**src/rtl/adc_stim_gen.sv**
```systemverilog
// Multi-channel ADC stimulus source: per-channel hold / sawtooth / triangle /
// LFSR waveforms advanced by a shared sample-rate divider, plus a periodic
// trigger pulse with a running trigger count.

// Per-channel waveform engine. Holds the sample, the triangle direction and
// the LFSR state; advances only when the shared divider fires.
module adc_stim_ch #(
  parameter int DW   = 14,
  parameter int CFGW = 2 + 4*DW
) (
  input  logic            clk,
  input  logic            rst_n,
  input  logic            ld,
  input  logic            adv,
  input  logic [CFGW-1:0] cfg_v,
  output logic [DW-1:0]   dat
);

  typedef enum logic [1:0] {MD_HOLD, MD_SAW, MD_TRI, MD_LFSR} mode_t;

  typedef struct packed {
    logic [1:0]    mode;
    logic [DW-1:0] init;
    logic [DW-1:0] lo;
    logic [DW-1:0] hi;
    logic [DW-1:0] step;
  } cfg_t;

  // Galois toggle masks of maximal-length polynomials, indexed by width.
  function automatic logic [15:0] lfsr_taps(input int w);
    case (w)
      12:      lfsr_taps = 16'h0E08;
      13:      lfsr_taps = 16'h1C80;
      14:      lfsr_taps = 16'h3802;
      15:      lfsr_taps = 16'h6000;
      16:      lfsr_taps = 16'hD008;
      default: lfsr_taps = 16'h0000;
    endcase
  endfunction

  localparam logic [15:0]   TAP16 = lfsr_taps(DW);
  localparam logic [DW-1:0] TAPS  = TAP16[DW-1:0];

  cfg_t          cfg;
  logic          dir_dn;
  logic [DW-1:0] lfsr;

  logic          dir_nx;
  logic [DW-1:0] dat_nx, lfsr_nx;

  // Two guard bits: a full-scale unsigned step added to a full-scale signed
  // sample can never wrap before it is clamped.
  logic signed [DW+1:0] dat_e, lo_e, hi_e, stp_e, sum, dif;
  logic [DW-1:0]        up_sat, dn_sat;
  logic                 at_hi, at_lo;

  assign cfg = cfg_v;

  // Sign-extended operands and the clamped up/down candidates.
  always_comb begin
    dat_e  = {{2{dat[DW-1]}},      dat};
    lo_e   = {{2{cfg.lo[DW-1]}},   cfg.lo};
    hi_e   = {{2{cfg.hi[DW-1]}},   cfg.hi};
    stp_e  = {2'b00, cfg.step};
    sum    = dat_e + stp_e;
    dif    = dat_e - stp_e;
    up_sat = (sum > hi_e) ? cfg.hi : sum[DW-1:0];
    dn_sat = (dif < lo_e) ? cfg.lo : dif[DW-1:0];
    at_hi  = (dat_e >= hi_e);
    at_lo  = (dat_e <= lo_e);
  end

  // Next sample / direction / LFSR state for one advance in the current mode.
  always_comb begin
    dat_nx  = dat;
    dir_nx  = dir_dn;
    lfsr_nx = lfsr;
    case (mode_t'(cfg.mode))
      MD_SAW: begin
        if (cfg.step != '0) dat_nx = at_hi ? cfg.lo : up_sat;
      end
      MD_TRI: begin
        if (cfg.step != '0) begin
          if (!dir_dn) begin
            if (at_hi) begin
              dir_nx = 1'b1;
              dat_nx = dn_sat;
            end else begin
              dat_nx = up_sat;
            end
          end else begin
            if (at_lo) begin
              dir_nx = 1'b0;
              dat_nx = up_sat;
            end else begin
              dat_nx = dn_sat;
            end
          end
        end
      end
      MD_LFSR: begin
        // The sample shows the current state, so the seed is the first value.
        dat_nx  = lfsr;
        lfsr_nx = {1'b0, lfsr[DW-1:1]} ^ (lfsr[0] ? TAPS : '0);
      end
      default: ;
    endcase
  end

  // Channel state: load has priority, otherwise step on the shared advance.
  always_ff @(posedge clk or negedge rst_n) begin
    if (!rst_n) begin
      dat    <= '0;
      dir_dn <= 1'b0;
      lfsr   <= DW'(1);
    end else if (ld) begin
      dat    <= cfg.init;
      dir_dn <= 1'b0;
      lfsr   <= (cfg.init == '0) ? DW'(1) : cfg.init;
    end else if (adv) begin
      dat    <= dat_nx;
      dir_dn <= dir_nx;
      lfsr   <= lfsr_nx;
    end
  end

endmodule

module adc_stim_gen #(
  parameter int NUM_CH       = 4,
  parameter int DW           = 14,
  parameter int DIVW         = 16,
  parameter int TPW          = 32,
  parameter bit TRIG_ACT_LVL = 1'b0
) (
  input  logic                 adc_clk_i,
  input  logic                 adc_rstn_i,
  input  logic                 ld_i,
  input  logic                 en_i,
  input  logic [NUM_CH*2-1:0]  mode_i,
  input  logic [NUM_CH*DW-1:0] init_i,
  input  logic [NUM_CH*DW-1:0] lo_i,
  input  logic [NUM_CH*DW-1:0] hi_i,
  input  logic [NUM_CH*DW-1:0] step_i,
  input  logic [DIVW-1:0]      div_i,
  input  logic [TPW-1:0]       trig_per_i,
  output logic [NUM_CH*DW-1:0] dat_o,
  output logic                 stb_o,
  output logic                 trig_o,
  output logic [31:0]          trig_cnt_o
);

  typedef struct packed {
    logic [1:0]    mode;
    logic [DW-1:0] init;
    logic [DW-1:0] lo;
    logic [DW-1:0] hi;
    logic [DW-1:0] step;
  } cfg_t;

  localparam logic T_ON  = TRIG_ACT_LVL;
  localparam logic T_OFF = ~TRIG_ACT_LVL;

  logic [NUM_CH-1:0][1:0]    mode;
  logic [NUM_CH-1:0][DW-1:0] init, lo, hi, step, dat;

  logic [DIVW-1:0] dcnt;
  logic [TPW-1:0]  pcnt;
  logic            adv, tfire;

  assign mode  = mode_i;
  assign init  = init_i;
  assign lo    = lo_i;
  assign hi    = hi_i;
  assign step  = step_i;
  assign dat_o = dat;

  // Compares are >= so a divider/period shrunk below the live count wraps
  // at the next cycle instead of running all the way round.
  assign adv   = en_i & ~ld_i & (dcnt >= div_i);
  assign tfire = en_i & ~ld_i & (trig_per_i != '0) & (pcnt >= trig_per_i);

  for (genvar c = 0; c < NUM_CH; c++) begin : g_ch
    cfg_t cfg;
    assign cfg.mode = mode[c];
    assign cfg.init = init[c];
    assign cfg.lo   = lo[c];
    assign cfg.hi   = hi[c];
    assign cfg.step = step[c];

    adc_stim_ch #(.DW(DW)) u_ch (
      .clk   (adc_clk_i),
      .rst_n (adc_rstn_i),
      .ld    (ld_i),
      .adv   (adv),
      .cfg_v (cfg),
      .dat   (dat[c])
    );
  end

  // Shared divider, trigger period counter and their registered pulses.
  always_ff @(posedge adc_clk_i or negedge adc_rstn_i) begin
    if (!adc_rstn_i) begin
      dcnt       <= '0;
      pcnt       <= '0;
      stb_o      <= 1'b0;
      trig_o     <= T_OFF;
      trig_cnt_o <= '0;
    end else if (ld_i) begin
      dcnt       <= '0;
      pcnt       <= '0;
      stb_o      <= 1'b0;
      trig_o     <= T_OFF;
      trig_cnt_o <= '0;
    end else begin
      stb_o  <= adv;
      trig_o <= tfire ? T_ON : T_OFF;
      if (en_i) begin
        dcnt <= adv ? '0 : dcnt + DIVW'(1);
        if (trig_per_i == '0 || tfire) pcnt <= '0;
        else                           pcnt <= pcnt + TPW'(1);
        if (tfire) trig_cnt_o <= trig_cnt_o + 32'd1;
      end
    end
  end

endmodule

```
**config.mk**
```make
export PLATFORM = sky130hd
export DESIGN_NAME = adc_stim_gen
export DESIGN_NICKNAME = d
export VERILOG_FILES = /design/src/rtl/adc_stim_gen.sv
export SDC_FILE = /design/constraint.sdc
export NUM_CORES = 1
export LEC_CHECK = 0
export CAP_MARGIN = 40
export CELL_PAD_IN_SITES_DETAIL_PLACEMENT = 0
export CELL_PAD_IN_SITES_GLOBAL_PLACEMENT = 1
export CORE_MARGIN = 2
export CORE_UTILIZATION = 38
export CTS_CLUSTER_DIAMETER = 40
export DETAILED_ROUTE_END_ITERATION = 7
export GPL_TIMING_DRIVEN = 0
export MAX_ROUTING_LAYER = met4
export PLACE_DENSITY_LB_ADDON = 0.1
export SLEW_MARGIN = 0
export SYNTH_ARGS = -nofsm -noshare
export SYNTH_HDL_FRONTEND = slang
export SYNTH_SLANG_ARGS = --single-unit
```
**constraint.sdc**
```tcl
create_clock -name adc_clk_i -period 4.1 [get_ports adc_clk_i]
set_input_delay 0.82 -clock adc_clk_i [delete_from_list [all_inputs] [get_ports adc_clk_i]]
set_output_delay 0.82 -clock adc_clk_i [all_outputs]
set_load 0.01 [all_outputs]
```
Yosys cells after proc, flatten, opt, wreduce, memory -nomap -nowiden. Index checks and enable logic that the tools add are counted.

Output and inout port bits: 90. Bits of input ports: 284. Register bits after elaboration: 198.

$lt $le $gt $ge: 18. Reduce and logical (&&, ||, !) cells: 43. Bitwise logic cells: 9. Multiplexer cells: 104. $add $sub $neg: 11. Eq/ne operators: 20.

Operators with widths (number): 2-to-1 mux 14 bit (60); 2-to-1 mux 32 bit (6); case mux 14 bit (3 select lines) (4); adder 14 x 15 -> 16 bit (4); adder 32 x 1 -> 32 bit, second input constant (2); > comparator 16 x 14 -> 1 bit (4); < comparator 16 x 14 -> 1 bit (4); subtractor 14 x 15 -> 16 bit (4); greater-or-equal comparator 14 bit (4); <= comparator 14 bit (4); logical NOT 14 bit (4); nonzero test 14 bit (4); XOR 13 x 14 -> 14 bit (4); 2-to-1 mux 16 bit (3); greater-or-equal comparator 32 bit (1); logical NOT 32 bit (1); nonzero test 32 bit (1); 2-to-1 mux 1 bit (31); nonzero test 2 bit (15); inequality test 3 x 2 -> 1 bit, second input constant (8); adder 16 x 1 -> 16 bit, second input constant (1); == test 2 bit, second input constant (8); greater-or-equal comparator 16 bit (1); AND reduction 4 bit (4); 7 further kinds (23).

Depth between registers and ports, before layout.
Depth after elaboration: 9. Depth in mapped cells: 24.

Hierarchy. From an unflattened synthesis, not the netlist that was laid out.

Cell total of the unflattened synthesis: 3237. Area total of the unflattened synthesis: 26208.9 um^2.

Modules (own cells, without submodules): adc_stim_ch at g_ch[2].u_ch ... (area an instance 5267.6 um^2, instances 2, cells each 659, sequential area each 726.9 um^2); adc_stim_gen (area an instance 5676.7 um^2, instances 1, cells each 669, sequential area each 2053.2 um^2); adc_stim_ch at g_ch[1].u_ch (area an instance 5159.9 um^2, instances 1, cells each 650, sequential area each 726.9 um^2); adc_stim_ch at g_ch[0].u_ch (area an instance 4837.1 um^2, instances 1, cells each 600, sequential area each 726.9 um^2).

Worst setup path before layout. OpenSTA, ideal clock, no wires.

Path kind: input to register. Start point: input step_i[45]. End point: register g_ch[3].u_ch.dat[7]. Setup slack: -0.858 ns. Stages: 22. Data required time: 3.969 ns. Arrival time: 4.828 ns. Cells stage by stage: inv_1 -> ha_1 -> clkbuf_1 -> nor3_1 -> o21ai_1 -> a2111o_1 -> a31o_2 -> o31ai_2 -> a21oi_1 -> xnor2_1 -> ha_1 -> nand4_1 -> nor4_1 -> a21boi_0 -> or4_1 -> o211a_1 -> buf_2 -> buf_2 -> mux2i_1 -> mux2i_1 -> a221oi_1 -> a21oi_1.

Cells in the longest elaborated chain, start to end: 9. Elaborated cells on any way between the ends: 19. Those cells by class: add/sub: 2; order compare: 2; eq/ne: 2; mux: 11; reduce/logical: 2.

RTL lines: start: declaration (line 144) `input logic [NUM_CH*DW-1:0] step_i,`; adder 14 x 15 -> 16 bit or subtractor 14 x 15 -> 16 bit (tied branches) (line 65, 66); > comparator 16 x 14 -> 1 bit or < comparator 16 x 14 -> 1 bit (tied branches) (line 67, 68); 2-to-1 mux 14 bit, on equally long branches (line 67, 68); 2-to-1 mux 14 bit, on equally long branches (line 85, 92); 2-to-1 mux 14 bit (line 84) `if (!dir_dn) begin`; 2-to-1 mux 14 bit (line 83) `if (cfg.step != '0) begin`; case mux 14 bit (3 select lines) (line 78) `case (mode_t'(cfg.mode))`; 2-to-1 mux 14 bit (line 120) `end else if (adv) begin`; 2-to-1 mux 14 bit (line 116) `end else if (ld) begin`; end signal: assignment (line 117) `dat <= cfg.init;`; end signal: assignment (line 121) `dat <= dat_nx;`; end: declaration (line 16) `output logic [DW-1:0] dat`.

Parallel ways exist; a longest one is shown, timed or not. The select of a mux whose other input is x is not followed. A chain may end at the register's enable or synchronous reset.

Worst setup path after layout.
Start point: input step_i[43]. End point: register g_ch[3].u_ch.dat[7].

The elaborated chain is that of the path after synthesis.

==> results.md <==
- The synthesized netlist net count is ~3800.
- The height of the die is about 260 um.
- The net count of the finished layout is approximately 4400.
- The first detailed-routing pass ran for 6 iterations.
- The first global-routing pass estimated 154 mm of wire.
- Across all hold checks on the routed design, the worst slack comes to 0.327 ns.
- The initial antenna violation count is 10.
- The run finished, with violations left.
- From left edge to right edge, the die measures ~260 um.
- Counting along the longest clock path gives a buffer depth of 2.
- The remaining global-route overflow is 0.
- Yosys printed 0 warnings.
- The worst max-slew margin expressed relative to the limit is 33.6%.
- The layout has 6076 filler cells.
- STA classifies the critical path endpoint as a register.
- The placement-stage worst setup slack is -2.20 ns.
- The sequential fraction of the synthesis area is 20.1%.
- The placement row count is between 90 and 100.
- The number of maximum-capacitance constraint violations is 0.
- Counting flops and latches in the post-synthesis netlist gives between 150 and 200.
- Leaving out fill and tap cells, the most frequent cell in the layout is sky130_fd_sc_hd__ha_1.
- The maximum number of pins on one net before global-route repair is 110.
- The path type of the worst setup path is primary input to register.
- Clock-pin slew was measured on the worst setup and hold paths at approximately 0.090 ns.
- Dividing the detail-routed via count by the number of cells gives between 5 and 6.
- The data arrival time of the critical path is between 5 and 6 ns.
- Across every metal layer, demand over resource in global routing totals between 30% and 40%.
- The number of setup violations in the final report is 54.
- The number of I/O port buffers is between 300 and 400.
- The total die area is 66900 um2.
- The detailed route wirelength on metal3 is 5.05 mm.
- In this run the remaining antenna-violating nets after routing total 0.
- Summed over all cells, the static leakage comes to between 15 and 20 nW.
- In this run the worst path has a maximum fanout of 6.
- The number of sinks on the clock net is between 150 and 200.
- The clock insertion delay at the later pin of the skew report is approximately 0.50 ns.
- The cell at the root of the clock tree is sky130_fd_sc_hd__clkbuf_16.
- In the layout the commonest cells are sky130_fd_sc_hd__ha_1, sky130_fd_sc_hd__clkdlybuf4s50_1, sky130_fd_sc_hd__inv_1.
- In the finished design, the share of the clock period the worst path needs comes to 117%.
- The final reports fail on setup timing.
- The worst clock skew is 0.0222 ns.
- The startpoint type of the worst setup path is a primary input.
- The number of global-route vias before repair is between 20000 and 30000.
- The synthesized design contains 0 enable-type register cells.
- In this run the worst hold path is classified as primary input to asynchronous set/reset pin.
- For this run, asynchronously set or reset flops after synthesis account for between 90% and 100%.
- The count of final hold-check violations came to 0.
- Synthesis produced 3103 cells.
- Wire segments on met2 add up to approximately 51 mm in the final route.
- TritonCTS built the clock tree.
- Detailed placement finished with a half-perimeter wire length of 82.6 mm.
- The final count of pins violating max slew is 0.
- The boundary pin count is around 370.
- The total power per unit cell area is 343 nW/um2.
- The area of the core is between 60000 and 70000 um2.
- Setup slack on the critical path of the routed design comes to -0.710 ns.
- The detailed-route wire length is 103 mm.
- Dividing the detail-routed wire length by the instance count gives roughly 23 um.
- The fraction of final layout cells with drive strength greater than 1 is 19.2%.
- Relative to the synthesized area, the layout overhead comes to 38.3%.
- At the pin with the least slew margin, the transition time is about 1 ns.
- For this block, wires on met1 add up to ~43 mm.
- Yosys mapped the design onto 89 distinct sky130hd cell types.
- The detailed router finished its first iteration with roughly 1900 violations.
- Static timing analysis puts the maximum clock frequency at between 0.2 and 0.25 GHz.
- Buffers inserted to repair hold after CTS numbered 0.
- The synthesized netlist occupies a cell area of around 25000 um2.
- After layout, the minimum clock period comes to between 4 and 5 ns.
- The initial utilization of the core area, before any placement, comes to a little under two fifths.
- The data required time of the worst path is approximately 4.5 ns.
- The design area is roughly 34000 um2.
- In this run the cell area measured after placement is 30500 um2.
- The number of levels in the clock H-tree is 4.
- For this run, design rule violations remaining after detail routing come to 0.
- The number of vias in the routed layout is 26200.
- The worst ir drop on vdd is roughly 0.26 mV.
- The most used flip-flop cell after synthesis is sky130_fd_sc_hd__dfrtp_1.
- Setup repair after global routing could not meet its margin everywhere.
- Routability-driven placement finished with a final weighted congestion of just under 1.
- The average instance in the mapped netlist occupies roughly 7.9 um2.
- The highest layer touched by signal routing is met4.
- TritonCTS created 17 clock buffers.
timing repair:
action / in CTS / in global routing
pin swaps: 182 / 138
setup endpoints to repair: 56 / 60
setup buffers: 116 / 62
resized for setup: 384 / 155
cloned: 5 / 2
metal layers:
layer | GRT usage [%] | vias to the layer above
met5 | - | -
met4 | 12.9 | 0
met3 | 3.83 | 205
met2 | 52.4 | 828
met1 | 36.7 | 12700
li1 | - | 12500
logic make-up (layout without fill, tap and decap cells):
kind of cell | count (synthesis) | in the layout | synth area share (%)
XOR/XNOR | 119 | 119 | 4.23
flip-flops | 198 | 198 | 20.1
adder cells (fa/ha/maj) | 423 | 423 | 21.7
AO/OA/AOI/OAI | 903 | 905 | 24.3
other | 0 | 10 | 0
buffers and inverters | 449 | 1021 | 6.92
multiplexers | 108 | 108 | 4.53
AND/OR/NAND/NOR | 903 | 903 | 18.2
synthesized netlist by cell type (all sizes together) (15+ instances only):
cell	count	area, um2
a21o	51	383
a21oi	209	1060
o21a	29	218
o22ai	28	175
mux2i	80	801
mux2	28	315
a221oi	46	403
and3	39	255
buf	22	104
a31oi	37	231
nand2	271	1020
nand2b	52	325
nand3	80	405
o41ai	20	190
o21ai	213	1070
nor2	173	649
inv	326	1220
o211ai	39	293
dfrtp	193	4830
a211oi	38	300
xor2	43	377
nor4	42	290
nor2b	43	269
nor3	55	275
clkbuf	101	379
nand4	53	332
ha	415	5190
o21bai	29	218
o31ai	16	130
o311ai	15	131
or2	28	175
xnor2	76	666
power by group:
group / internal, mW / switching [mW]
Combinational: 3.45 / 3.94
Sequential: 2.11 / 0.282
Clock: 0.915 / 1.02
Total: 6.47 / 5.24
final cells by class:
type	instances	area (um2)	share of cell area (%)
inverter	326	1280	3.76
sequential	198	4990	14.6
tap	855	1070	3.14
antenna	10	25.0	0.0734
timing repair buffer	561	5310	15.6
clock inverter	15	233	0.682
clock buffer	17	425	1.25
buffer	102	582	1.71
multi-input combinational	2458	20200	59.2
path summary, 6_finish.rpt:
kind | from | slack [ns] | depth (start not counted) | to
worst min register to register | g_ch[3].u_ch.lfsr[1] | 0.52 | 2 | g_ch[3].u_ch.lfsr[1]
min in group adc_clk_i | g_ch[3].u_ch.lfsr[1] | 0.52 | 2 | g_ch[3].u_ch.lfsr[1]
worst min-delay path | adc_rstn_i | 0.33 | 1 | pcnt[12]
max in group asynchronous | adc_rstn_i | 2.64 | 2 | g_ch[0].u_ch.dat[8]
worst max-delay path | step_i[43] | -0.71 | 22 | g_ch[3].u_ch.dat[7]
worst max register to register | g_ch[3].u_ch.dat[4] | -0.69 | 20 | g_ch[3].u_ch.dat[7]
worst max-delay path, stage by stage:
cell	delay, ns
sky130_fd_sc_hd__clkbuf_4	0.16
sky130_fd_sc_hd__inv_4	0.06
sky130_fd_sc_hd__ha_4	0.24
sky130_fd_sc_hd__nor2b_2	0.15
sky130_fd_sc_hd__o21ai_2	0.09
sky130_fd_sc_hd__a2111o_1	0.46
sky130_fd_sc_hd__a31o_4	0.27
sky130_fd_sc_hd__o31ai_4	0.26
sky130_fd_sc_hd__a21oi_2	0.10
sky130_fd_sc_hd__xnor2_2	0.14
sky130_fd_sc_hd__ha_1	0.31
sky130_fd_sc_hd__nand4_1	0.23
sky130_fd_sc_hd__nor4_2	0.39
sky130_fd_sc_hd__a21boi_2	0.22
sky130_fd_sc_hd__or4_1	0.12
sky130_fd_sc_hd__o211a_1	0.15
sky130_fd_sc_hd__buf_6	0.14
sky130_fd_sc_hd__buf_12	0.14
sky130_fd_sc_hd__mux2i_4	0.26
sky130_fd_sc_hd__mux2i_1	0.13
sky130_fd_sc_hd__a221oi_2	0.27
sky130_fd_sc_hd__a21oi_1	0.07
flip-flops by register name, summed over array words and instances (netlist names):
register,flops
g_ch.u_ch.dir_dn,4
g_ch.u_ch.dat,56
pcnt,32
g_ch.u_ch.lfsr,56
trig_o,1
trig_cnt_o,32
dcnt,16
stb_o,1
per-stage QoR:
stage / utilization, % / setup TNS, ns / power [mW] / instances
4_1_cts: 51.4 / -22.90 / 11.2 / 4476
6_report: 53.0 / -23.60 / 11.7 / 4542
5_1_grt: 53.0 / -31.55 / 12.4 / 4541
3_5_place_dp: 47.4 / -104.25 / 8.12 / 4343
2_1_floorplan: - / -15.65 / 6.13 / 3103
3_3_place_gp: 47.1 / -1498.13 / 8.01 / 4330
No activity file was read; power rests on OpenSTA's default activity.
